<file path="src/rtl/gps_ca_correlator.sv">
// rtl/gps_ca_correlator.sv - single-channel GPS L1 C/A correlator: carrier wipeoff, despread, epoch integrate-and-dump
module gps_ca_correlator #(
    parameter int SPC   = 4,
    parameter int ACC_W = 24
) (
    input  logic             clk,
    input  logic             rst_n,
    input  logic             enable,
    input  logic [2:0]       real_in,
    input  logic [2:0]       imag_in,
    input  logic [31:0]      freq,
    input  logic [5:0]       ca_sel,
    input  logic [9:0]       code_phase,
    input  logic             start,
    output logic             busy,
    output logic             code_chip,
    output logic [ACC_W-1:0] corr_i,
    output logic [ACC_W-1:0] corr_q,
    output logic             corr_valid,
    output logic [15:0]      epoch_cnt
);

    localparam int               SPC_W     = (SPC > 1) ? $clog2(SPC) : 1;
    localparam logic [SPC_W-1:0] SPC_LAST  = SPC_W'(SPC - 1);
    localparam logic [9:0]       CHIP_LAST = 10'd1022;

    typedef enum logic [1:0] {
        ST_IDLE = 2'd0,
        ST_SLEW = 2'd1,
        ST_RUN  = 2'd2
    } state_t;

    // One-hot mask for LFSR stage n (stages numbered 1..10, stage k held in bit k-1)
    function automatic logic [9:0] stage_mask(input logic [3:0] n);
        stage_mask = 10'd1 << (n - 4'd1);
    endfunction

    // G2 output tap pair {ta, tb} for PRN sel+1; unused selects fall back to PRN 1
    function automatic logic [7:0] prn_taps(input logic [5:0] sel);
        case (sel)
            6'd0:    prn_taps = {4'd2, 4'd6};
            6'd1:    prn_taps = {4'd3, 4'd7};
            6'd2:    prn_taps = {4'd4, 4'd8};
            6'd3:    prn_taps = {4'd5, 4'd9};
            6'd4:    prn_taps = {4'd1, 4'd9};
            6'd5:    prn_taps = {4'd2, 4'd10};
            6'd6:    prn_taps = {4'd1, 4'd8};
            6'd7:    prn_taps = {4'd2, 4'd9};
            6'd8:    prn_taps = {4'd3, 4'd10};
            6'd9:    prn_taps = {4'd2, 4'd3};
            6'd10:   prn_taps = {4'd3, 4'd4};
            6'd11:   prn_taps = {4'd5, 4'd6};
            6'd12:   prn_taps = {4'd6, 4'd7};
            6'd13:   prn_taps = {4'd7, 4'd8};
            6'd14:   prn_taps = {4'd8, 4'd9};
            6'd15:   prn_taps = {4'd9, 4'd10};
            6'd16:   prn_taps = {4'd1, 4'd4};
            6'd17:   prn_taps = {4'd2, 4'd5};
            6'd18:   prn_taps = {4'd3, 4'd6};
            6'd19:   prn_taps = {4'd4, 4'd7};
            6'd20:   prn_taps = {4'd5, 4'd8};
            6'd21:   prn_taps = {4'd6, 4'd9};
            6'd22:   prn_taps = {4'd1, 4'd3};
            6'd23:   prn_taps = {4'd4, 4'd6};
            6'd24:   prn_taps = {4'd5, 4'd7};
            6'd25:   prn_taps = {4'd6, 4'd8};
            6'd26:   prn_taps = {4'd7, 4'd9};
            6'd27:   prn_taps = {4'd8, 4'd10};
            6'd28:   prn_taps = {4'd1, 4'd6};
            6'd29:   prn_taps = {4'd2, 4'd7};
            6'd30:   prn_taps = {4'd3, 4'd8};
            6'd31:   prn_taps = {4'd4, 4'd9};
            6'd32:   prn_taps = {4'd5, 4'd10};
            6'd33:   prn_taps = {4'd4, 4'd10};
            6'd34:   prn_taps = {4'd1, 4'd7};
            6'd35:   prn_taps = {4'd2, 4'd8};
            default: prn_taps = {4'd2, 4'd6};
        endcase
    endfunction

    state_t           state_q, state_d;
    logic             busy_q, busy_d;
    logic [31:0]      freq_q, freq_d;
    logic [5:0]       ca_sel_q, ca_sel_d;
    logic [9:0]       slew_q, slew_d;
    logic [9:0]       g1_q, g1_d;
    logic [9:0]       g2_q, g2_d;
    logic [9:0]       code_idx_q, code_idx_d;
    logic [31:0]      phase_q, phase_d;
    logic [SPC_W-1:0] spc_cnt_q, spc_cnt_d;
    logic [9:0]       chip_cnt_q, chip_cnt_d;
    logic             w_valid_q, w_valid_d;
    logic             w_last_q, w_last_d;
    logic [3:0]       wi_q, wi_d;
    logic [3:0]       wq_q, wq_d;
    logic [ACC_W-1:0] acc_i_q, acc_i_d;
    logic [ACC_W-1:0] acc_q_q, acc_q_d;
    logic [ACC_W-1:0] corr_i_q, corr_i_d;
    logic [ACC_W-1:0] corr_q_q, corr_q_d;
    logic             corr_valid_q, corr_valid_d;
    logic [15:0]      epoch_q, epoch_d;

    logic [7:0]       tap_ab;
    logic [9:0]       mask_a, mask_b;
    logic [9:0]       g1_step, g2_step;
    logic             cs_neg, ss_neg;
    logic [3:0]       r_ext, i_ext, r_cs, r_ss, i_cs, i_ss;
    logic [3:0]       wipe_i, wipe_q, desp_i, desp_q;
    logic [ACC_W-1:0] sum_i, sum_q;
    logic             advance;

    // Local code: G1 stage 10 xor the selected G2 tap pair
    assign tap_ab    = prn_taps(ca_sel_q);
    assign mask_a    = stage_mask(tap_ab[7:4]);
    assign mask_b    = stage_mask(tap_ab[3:0]);
    assign code_chip = g1_q[9] ^ (^(g2_q & mask_a)) ^ (^(g2_q & mask_b));
    assign g1_step   = {g1_q[8:0], g1_q[2] ^ g1_q[9]};
    assign g2_step   = {g2_q[8:0], g2_q[1] ^ g2_q[2] ^ g2_q[5] ^ g2_q[7] ^ g2_q[8] ^ g2_q[9]};

    // Quadrant signs from the top two phase bits: cos negative in 01/10, sin negative in 10/11
    assign cs_neg = phase_q[31] ^ phase_q[30];
    assign ss_neg = phase_q[31];
    assign r_ext  = {real_in[2], real_in};
    assign i_ext  = {imag_in[2], imag_in};
    assign r_cs   = cs_neg ? (4'd0 - r_ext) : r_ext;
    assign r_ss   = ss_neg ? (4'd0 - r_ext) : r_ext;
    assign i_cs   = cs_neg ? (4'd0 - i_ext) : i_ext;
    assign i_ss   = ss_neg ? (4'd0 - i_ext) : i_ext;
    assign wipe_i = r_cs + i_ss;
    assign wipe_q = i_cs - r_ss;
    assign desp_i = code_chip ? (4'd0 - wipe_i) : wipe_i;
    assign desp_q = code_chip ? (4'd0 - wipe_q) : wipe_q;

    // Accumulate stage adds the registered despread sample to the running sums
    assign sum_i = acc_i_q + {{(ACC_W-4){wi_q[3]}}, wi_q};
    assign sum_q = acc_q_q + {{(ACC_W-4){wq_q[3]}}, wq_q};

    // Next-state logic: start reload, code slew, sample consumption and dump
    always_comb begin
        state_d      = state_q;
        freq_d       = freq_q;
        ca_sel_d     = ca_sel_q;
        slew_d       = slew_q;
        g1_d         = g1_q;
        g2_d         = g2_q;
        code_idx_d   = code_idx_q;
        phase_d      = phase_q;
        spc_cnt_d    = spc_cnt_q;
        chip_cnt_d   = chip_cnt_q;
        w_valid_d    = 1'b0;
        w_last_d     = 1'b0;
        wi_d         = wi_q;
        wq_d         = wq_q;
        acc_i_d      = acc_i_q;
        acc_q_d      = acc_q_q;
        corr_i_d     = corr_i_q;
        corr_q_d     = corr_q_q;
        corr_valid_d = 1'b0;
        epoch_d      = epoch_q;
        advance      = 1'b0;

        if (start) begin
            // Reload drops any in-flight sample and suppresses a coincident dump
            state_d    = ST_SLEW;
            freq_d     = freq;
            ca_sel_d   = ca_sel;
            slew_d     = (code_phase == 10'd1023) ? 10'd0 : code_phase;
            g1_d       = '1;
            g2_d       = '1;
            code_idx_d = '0;
            phase_d    = '0;
            spc_cnt_d  = '0;
            chip_cnt_d = '0;
            acc_i_d    = '0;
            acc_q_d    = '0;
            epoch_d    = '0;
        end else begin
            if (w_valid_q) begin
                if (w_last_q) begin
                    corr_i_d     = sum_i;
                    corr_q_d     = sum_q;
                    corr_valid_d = 1'b1;
                    epoch_d      = epoch_q + 16'd1;
                    acc_i_d      = '0;
                    acc_q_d      = '0;
                end else begin
                    acc_i_d = sum_i;
                    acc_q_d = sum_q;
                end
            end

            case (state_q)
                ST_SLEW: begin
                    if (slew_q != 10'd0) begin
                        advance = 1'b1;
                        slew_d  = slew_q - 10'd1;
                    end
                    if (slew_q <= 10'd1) begin
                        state_d = ST_RUN;
                    end
                end
                ST_RUN: begin
                    w_valid_d = 1'b1;
                    w_last_d  = (chip_cnt_q == CHIP_LAST) && (spc_cnt_q == SPC_LAST);
                    wi_d      = desp_i;
                    wq_d      = desp_q;
                    phase_d   = phase_q + freq_q;
                    if (spc_cnt_q == SPC_LAST) begin
                        spc_cnt_d  = '0;
                        advance    = 1'b1;
                        chip_cnt_d = (chip_cnt_q == CHIP_LAST) ? 10'd0 : chip_cnt_q + 10'd1;
                    end else begin
                        spc_cnt_d = spc_cnt_q + SPC_W'(1);
                    end
                end
                default: begin
                end
            endcase

            // The code period is 1023 chips; forcing all ones at the wrap keeps G1/G2 in lockstep with the index
            if (advance) begin
                if (code_idx_q == CHIP_LAST) begin
                    g1_d       = '1;
                    g2_d       = '1;
                    code_idx_d = '0;
                end else begin
                    g1_d       = g1_step;
                    g2_d       = g2_step;
                    code_idx_d = code_idx_q + 10'd1;
                end
            end
        end

        busy_d = (state_d != ST_IDLE);
    end

    // State and pipeline registers; enable low freezes everything including the dump pulse
    always_ff @(posedge clk or negedge rst_n) begin
        if (!rst_n) begin
            state_q      <= ST_IDLE;
            busy_q       <= 1'b0;
            freq_q       <= '0;
            ca_sel_q     <= '0;
            slew_q       <= '0;
            g1_q         <= '1;
            g2_q         <= '1;
            code_idx_q   <= '0;
            phase_q      <= '0;
            spc_cnt_q    <= '0;
            chip_cnt_q   <= '0;
            w_valid_q    <= 1'b0;
            w_last_q     <= 1'b0;
            wi_q         <= '0;
            wq_q         <= '0;
            acc_i_q      <= '0;
            acc_q_q      <= '0;
            corr_i_q     <= '0;
            corr_q_q     <= '0;
            corr_valid_q <= 1'b0;
            epoch_q      <= '0;
        end else if (enable) begin
            state_q      <= state_d;
            busy_q       <= busy_d;
            freq_q       <= freq_d;
            ca_sel_q     <= ca_sel_d;
            slew_q       <= slew_d;
            g1_q         <= g1_d;
            g2_q         <= g2_d;
            code_idx_q   <= code_idx_d;
            phase_q      <= phase_d;
            spc_cnt_q    <= spc_cnt_d;
            chip_cnt_q   <= chip_cnt_d;
            w_valid_q    <= w_valid_d;
            w_last_q     <= w_last_d;
            wi_q         <= wi_d;
            wq_q         <= wq_d;
            acc_i_q      <= acc_i_d;
            acc_q_q      <= acc_q_d;
            corr_i_q     <= corr_i_d;
            corr_q_q     <= corr_q_d;
            corr_valid_q <= corr_valid_d;
            epoch_q      <= epoch_d;
        end
    end

    assign busy       = busy_q;
    assign corr_i     = corr_i_q;
    assign corr_q     = corr_q_q;
    assign corr_valid = corr_valid_q;
    assign epoch_cnt  = epoch_q;

endmodule

</file>
<file path="config.mk">
export PLATFORM = sky130hd
export DESIGN_NAME = gps_ca_correlator
export DESIGN_NICKNAME = d
export VERILOG_FILES = /design/src/rtl/gps_ca_correlator.sv
export SDC_FILE = /design/constraint.sdc
export NUM_CORES = 1
export LEC_CHECK = 0
export BUFFER_PORTS_ARGS = -buffer_cell sky130_fd_sc_hd__buf_2
export CAP_MARGIN = 20
export CORE_MARGIN = 2
export CORE_UTILIZATION = 45
export CTS_BUF_LIST = sky130_fd_sc_hd__clkbuf_4 sky130_fd_sc_hd__clkbuf_8
export DETAILED_ROUTE_END_ITERATION = 12
export HOLD_SLACK_MARGIN = 0.06
export PLACE_DENSITY = 0.65
export SYNTH_ARGS = -nofsm -noshare
export SYNTH_HDL_FRONTEND = slang
export SYNTH_SLANG_ARGS = --single-unit
</file>
<file path="constraint.sdc">
create_clock -name clk -period 3.3 [get_ports clk]
set_input_delay 0.33 -clock clk [delete_from_list [all_inputs] [get_ports clk]]
set_output_delay 0.33 -clock clk [all_outputs]
set_load 0.05 [all_outputs]
</file>
==> results.txt <==
The switching part of the total power came out at 0.331. In this run the clock root is driven by a sky130_fd_sc_hd__clkbuf_8. Timing analysis after detailed placement gives a worst setup slack of -0.286 ns.

The routed length on met1 is 17500 um. The clock slew seen by the registers of the worst setup and hold paths came out at 0.07 ns. The total I/O pin count is ~130. The final setup skew came out at 0.0280 ns. The port buffer count is 124. The relative contribution of sequential cells to total power is 0.365. The finished cells cover about 19000 um^2. The part of the cycle the worst path needs came out at 1.18. The synthesized instance count came out at 1603.

The internal power contribution came out at 6.54 mW. The upper clock frequency limit came out at 0.258 GHz. The ratio of routed vias to standard cells came out at 5.44.

The least setup slack across all paths after layout is -0.583 ns. The share of synthesized cell area in and, or, nand and nor gates came out at 0.145. The number of antenna violations at the first check in global routing came out at 4. The flow ran to the end, but the final reports show violations.

At the later pin of the worst-skew pair, clock insertion delay measures 0.58 ns. In the routed design, unresolved DRC markers number 0. The number of slew-limit violations in the final report was 0.

The pre-antenna-repair detailed-routing pass consisted of 5 iterations. The total length of routed met3 wires is 1590 um. The synthesized-area fraction occupied by adder cells is 0.0955.

The routed layout has 12900 vias. The overall power is 9.77 mW. The number of sinks driven by the clock tree is 247.

Setup repair after global routing could not meet its margin everywhere. The startpoint class of the critical path is a register. In the final routed layout, each cell accounts on average for 15.8 um. The number of distinct standard cells referenced by the synthesized netlist is 87. The number of enable flip-flop cells after synthesis came out at 0. In the synthesized netlist the dominant register cell turns out to be sky130_fd_sc_hd__dfrtp_1. The worst-case headroom to the max-slew limit is 0.299.

The routed design has 37500 um of wire. The final reports fail on setup timing. The chip width came out at 187 um.

Routability-driven placement finished with a final weighted congestion of 0.892. Power spread over the standard cell area amounts to 514 nW/um^2. The capturing element type of the critical path is an output pin. The biggest fanout along the worst timing path is 5. The via count of the first global-routing pass is 12700. STA puts the critical path data arrival time at 3.55 ns. The vertical die dimension is approximately 190 um.

The critical path class is reg -> out. The average cell area after synthesis came out at 9.40 um^2. The initial detailed-routing violation count came out at 600. The peak supply drop came out at 0.412 mV. Across all register-to-register paths, the minimum setup slack is -0.48 ns. Setup violations remaining at the end of the flow were counted as 13.

Once placement finished, the instance area stood at 16900 um^2. The total number of yosys warnings came out at 0. The longest clock path from root to sink contains 3 buffers. The final layout contains 2062 nets. The all-layer global routing usage came out at 0.214.

The slew at the pin closest to its max-slew limit came out at roughly 1.0 ns. The post-route antenna net violation count came out at 0. The number of endpoints with negative hold slack in the final report came to 0. The power spent charging and discharging nets is around 3.2 mW. The portion of synthesized area spent on multiplexers is 0.0485. The xor and xnor fraction of the mapped netlist area came out at 0.0547. After floorplanning, the core was divided into 67 placement rows. The fraction of power consumed by the clock network is 0.313. The largest total area in the synthesized netlist belongs to sky130_fd_sc_hd__dfrtp_1. The detailed placement HPWL is 25300 um.

After synthesis, the largest family of logic cells by area is compound AO/OA/AOI/OAI gates. The number of buffers inserted during clock tree synthesis came out at 45. TritonCTS built the clock tree. Counting flops with an async set or reset pin after synthesis yields a share of 1.00. The effective utilization at floorplan came out at 0.453.

The worst hold path belongs to the class in -> reg. The area of the placeable core came out at 33300 um^2. Of the synthesized area, sequential elements account for 0.412. The share of post-route cells with drive strength above 1 came out at 0.273. The detailed router used layers up to and including met5. The cell area that synthesis handed to floorplanning was between 15000 and 20000 um^2. The die covers 35000 um^2. The proportion of netlist area held by the largest area contributor is 0.377. The routed length on met2 is 17600 um. The minimum clock period after layout is between 3 and 4 ns. Summed over all cells, the static leakage comes to 9.32 nW.

Across the run, the number of max-cap violations was 0. The final sum of negative setup slack is -3.44 ns. The post-synthesis compound-gate area fraction came out at 0.215. The synthesized design contains 247 register bits. The area growth from synthesis to layout is 26.1%. The pin count of the biggest net entering global routing came out at approximately 100. The overall overflow remaining after global route is 0. The data required time of the worst path came out at 2.97 ns. Counting every net in the synthesized netlist gives 1773. The global-route wire length before repair is between 60000 and 70000 um. The power share of the combinational group came out at 0.322.

The number of H-tree levels is 2. Yosys attributes the largest share of cell area to sky130_fd_sc_hd__dfrtp_1, sky130_fd_sc_hd__ha_1, sky130_fd_sc_hd__nand2_1.
## sequential cells by signal, indices dropped and copies added, names as in the netlist, 2 cells and up
signal / flops
corr_q: 24
epoch_cnt: 16
ca_sel_q: 6
spc_cnt_q: 2
freq_q: 32
acc_q_q: 24
wi_q: 4
chip_cnt_q: 10
g2_q: 10
acc_i_q: 24
state_q: 2
g1_q: 10
wq_q: 3
corr_i: 24
code_idx_q: 10
slew_q: 10
phase_q: 32
## power by group through the flow
stage	sequential [mW]	combinational (mW)	clock, mW
floorplan	3.56	1.77	0
global placement	3.59	2.58	0
detailed placement	3.60	2.65	0
CTS	3.55	2.87	3.16
global route	3.60	3.45	3.31
finish	3.57	3.14	3.06
## placed cells by master, fill, tap and decap left out, types with 8 or more instances in the layout
cell type / netlist / final
sky130_fd_sc_hd__nor2b_1: 10 / 10
sky130_fd_sc_hd__o21a_1: 14 / 14
sky130_fd_sc_hd__o21ai_1: 8 / 14
sky130_fd_sc_hd__a31oi_1: 21 / 19
sky130_fd_sc_hd__o21ai_0: 157 / 145
sky130_fd_sc_hd__and3_1: 15 / 14
sky130_fd_sc_hd__clkbuf_8: 0 / 56
sky130_fd_sc_hd__a21oi_2: 1 / 19
sky130_fd_sc_hd__mux2i_1: 10 / 10
sky130_fd_sc_hd__inv_1: 43 / 40
sky130_fd_sc_hd__nand3_1: 26 / 25
sky130_fd_sc_hd__a22o_1: 43 / 43
sky130_fd_sc_hd__nor2_1: 93 / 90
sky130_fd_sc_hd__buf_4: 3 / 127
sky130_fd_sc_hd__o21bai_1: 8 / 8
sky130_fd_sc_hd__or3_1: 10 / 9
sky130_fd_sc_hd__xor2_1: 37 / 37
sky130_fd_sc_hd__a21o_1: 40 / 40
sky130_fd_sc_hd__ha_1: 107 / 97
sky130_fd_sc_hd__nand2_1: 227 / 223
sky130_fd_sc_hd__xnor2_1: 57 / 54
sky130_fd_sc_hd__a21oi_1: 108 / 88
sky130_fd_sc_hd__buf_2: 5 / 122
sky130_fd_sc_hd__dfrtp_1: 227 / 223
sky130_fd_sc_hd__dfstp_2: 20 / 20
sky130_fd_sc_hd__nand2b_1: 27 / 26
sky130_fd_sc_hd__mux2_2: 56 / 56
sky130_fd_sc_hd__nor3_1: 19 / 19
sky130_fd_sc_hd__o31ai_1: 10 / 8
sky130_fd_sc_hd__nand4_1: 15 / 15
sky130_fd_sc_hd__dlygate4sd3_1: 0 / 43
sky130_fd_sc_hd__clkbuf_4: 0 / 11
## critical path, stage by stage (launching register included)
cell and delay (ns):
sky130_fd_sc_hd__dfrtp_2 0.44, sky130_fd_sc_hd__inv_4 0.07, sky130_fd_sc_hd__ha_4 0.29, sky130_fd_sc_hd__buf_4 0.12, sky130_fd_sc_hd__a211oi_4 0.07, sky130_fd_sc_hd__or4_4 0.56, sky130_fd_sc_hd__a32oi_4 0.30, sky130_fd_sc_hd__a21bo_2 0.17
sky130_fd_sc_hd__nand3_1 0.06, sky130_fd_sc_hd__a31oi_1 0.19, sky130_fd_sc_hd__nor2_1 0.09, sky130_fd_sc_hd__xnor2_1 0.14, sky130_fd_sc_hd__xnor2_1 0.23, sky130_fd_sc_hd__inv_2 0.08, sky130_fd_sc_hd__buf_12 0.15
## stage by stage
step                utilization  hold WS [ns]  cells
detailed placement        0.508         0.432   2219
floorplan                     -        0.0344   1603
CTS                       0.556        0.0713   2358
global placement          0.508         0.431   2219
finish                    0.571         0.122   2375
global route              0.571         0.114   2372
## layout make-up
cell class	instances	area, um^2
Inverter	44	170
Multi-Input combinational cell	1250	8930
Antenna cell	3	7.51
Sequential cell	247	6210
Clock inverter	12	98.8
Fill cell	2920	14300
Clock buffer	67	853
Timing Repair Buffer	304	2170
Tap cell	448	561
## cell families (layout without fill, tap and decap cells)
group,after synthesis,in the layout
AO/OA/AOI/OAI,499,499
XOR/XNOR,94,94
AND/OR/NAND/NOR,479,479
adder cells (fa/ha/maj),112,112
multiplexers,66,66
other,0,3
flip-flops,247,247
buffers and inverters,106,427
## cell usage after synthesis, types with 6 or more instances
cell type / count
sky130_fd_sc_hd__clkbuf_1: 47
sky130_fd_sc_hd__o21a_1: 14
sky130_fd_sc_hd__mux2_2: 56
sky130_fd_sc_hd__nor3_1: 19
sky130_fd_sc_hd__dfrtp_1: 227
sky130_fd_sc_hd__nor2_1: 93
sky130_fd_sc_hd__xnor2_1: 57
sky130_fd_sc_hd__nand2b_1: 27
sky130_fd_sc_hd__nor2b_1: 10
sky130_fd_sc_hd__o31ai_1: 10
sky130_fd_sc_hd__and2_1: 8
sky130_fd_sc_hd__o41ai_1: 6
sky130_fd_sc_hd__nand2_1: 227
sky130_fd_sc_hd__a211oi_1: 7
sky130_fd_sc_hd__dfstp_2: 20
sky130_fd_sc_hd__ha_1: 107
sky130_fd_sc_hd__or3_1: 10
sky130_fd_sc_hd__o21bai_1: 8
sky130_fd_sc_hd__nand3_1: 26
sky130_fd_sc_hd__and3_1: 15
sky130_fd_sc_hd__inv_1: 43
sky130_fd_sc_hd__a21boi_0: 6
sky130_fd_sc_hd__nand4_1: 15
sky130_fd_sc_hd__o21ai_0: 157
sky130_fd_sc_hd__a21oi_1: 108
sky130_fd_sc_hd__xor2_1: 37
sky130_fd_sc_hd__mux2i_1: 10
sky130_fd_sc_hd__o21ai_1: 8
sky130_fd_sc_hd__a21o_1: 40
sky130_fd_sc_hd__a31oi_1: 21
sky130_fd_sc_hd__a22o_1: 43
## metal layers
metal | vias up | track usage
met5 | - | 0
met4 | 2 | 0.0592
met3 | 69 | 0.0386
met2 | 216 | 0.352
li1 | 6384 | -
met1 | 6239 | 0.291
## final timing paths
path	from	to	cells past startpoint
worst max-delay path	ca_sel_q[0]$_DFFE_PN0P_	code_chip	14
worst min-delay path	code_phase[8]	slew_q[8]$_DFFE_PN0P_	3
worst max register to register	ca_sel_q[0]$_DFFE_PN0P_	wi_q[3]$_DFFE_PN0P_	19
worst min register to register	g1_q[0]$_DFFE_PN1P_	g1_q[0]$_DFFE_PN1P_	2
max in group asynchronous	rst_n	ca_sel_q[3]$_DFFE_PN0P_	3
min in group asynchronous	rst_n	acc_q_q[12]$_DFFE_PN0P_	2
## timing repair
item | 4_1_cts | 5_1_grt
buffers inserted | 20 | 18
pin swaps | 26 | 66
resized for setup | 28 | 83
hold buffers | 43 | 0
hold endpoints to repair | 116 | 0
gates cloned | 0 | 0
setup endpoints to repair | 18 | 32
No activity file was read; power rests on OpenSTA's default activity.
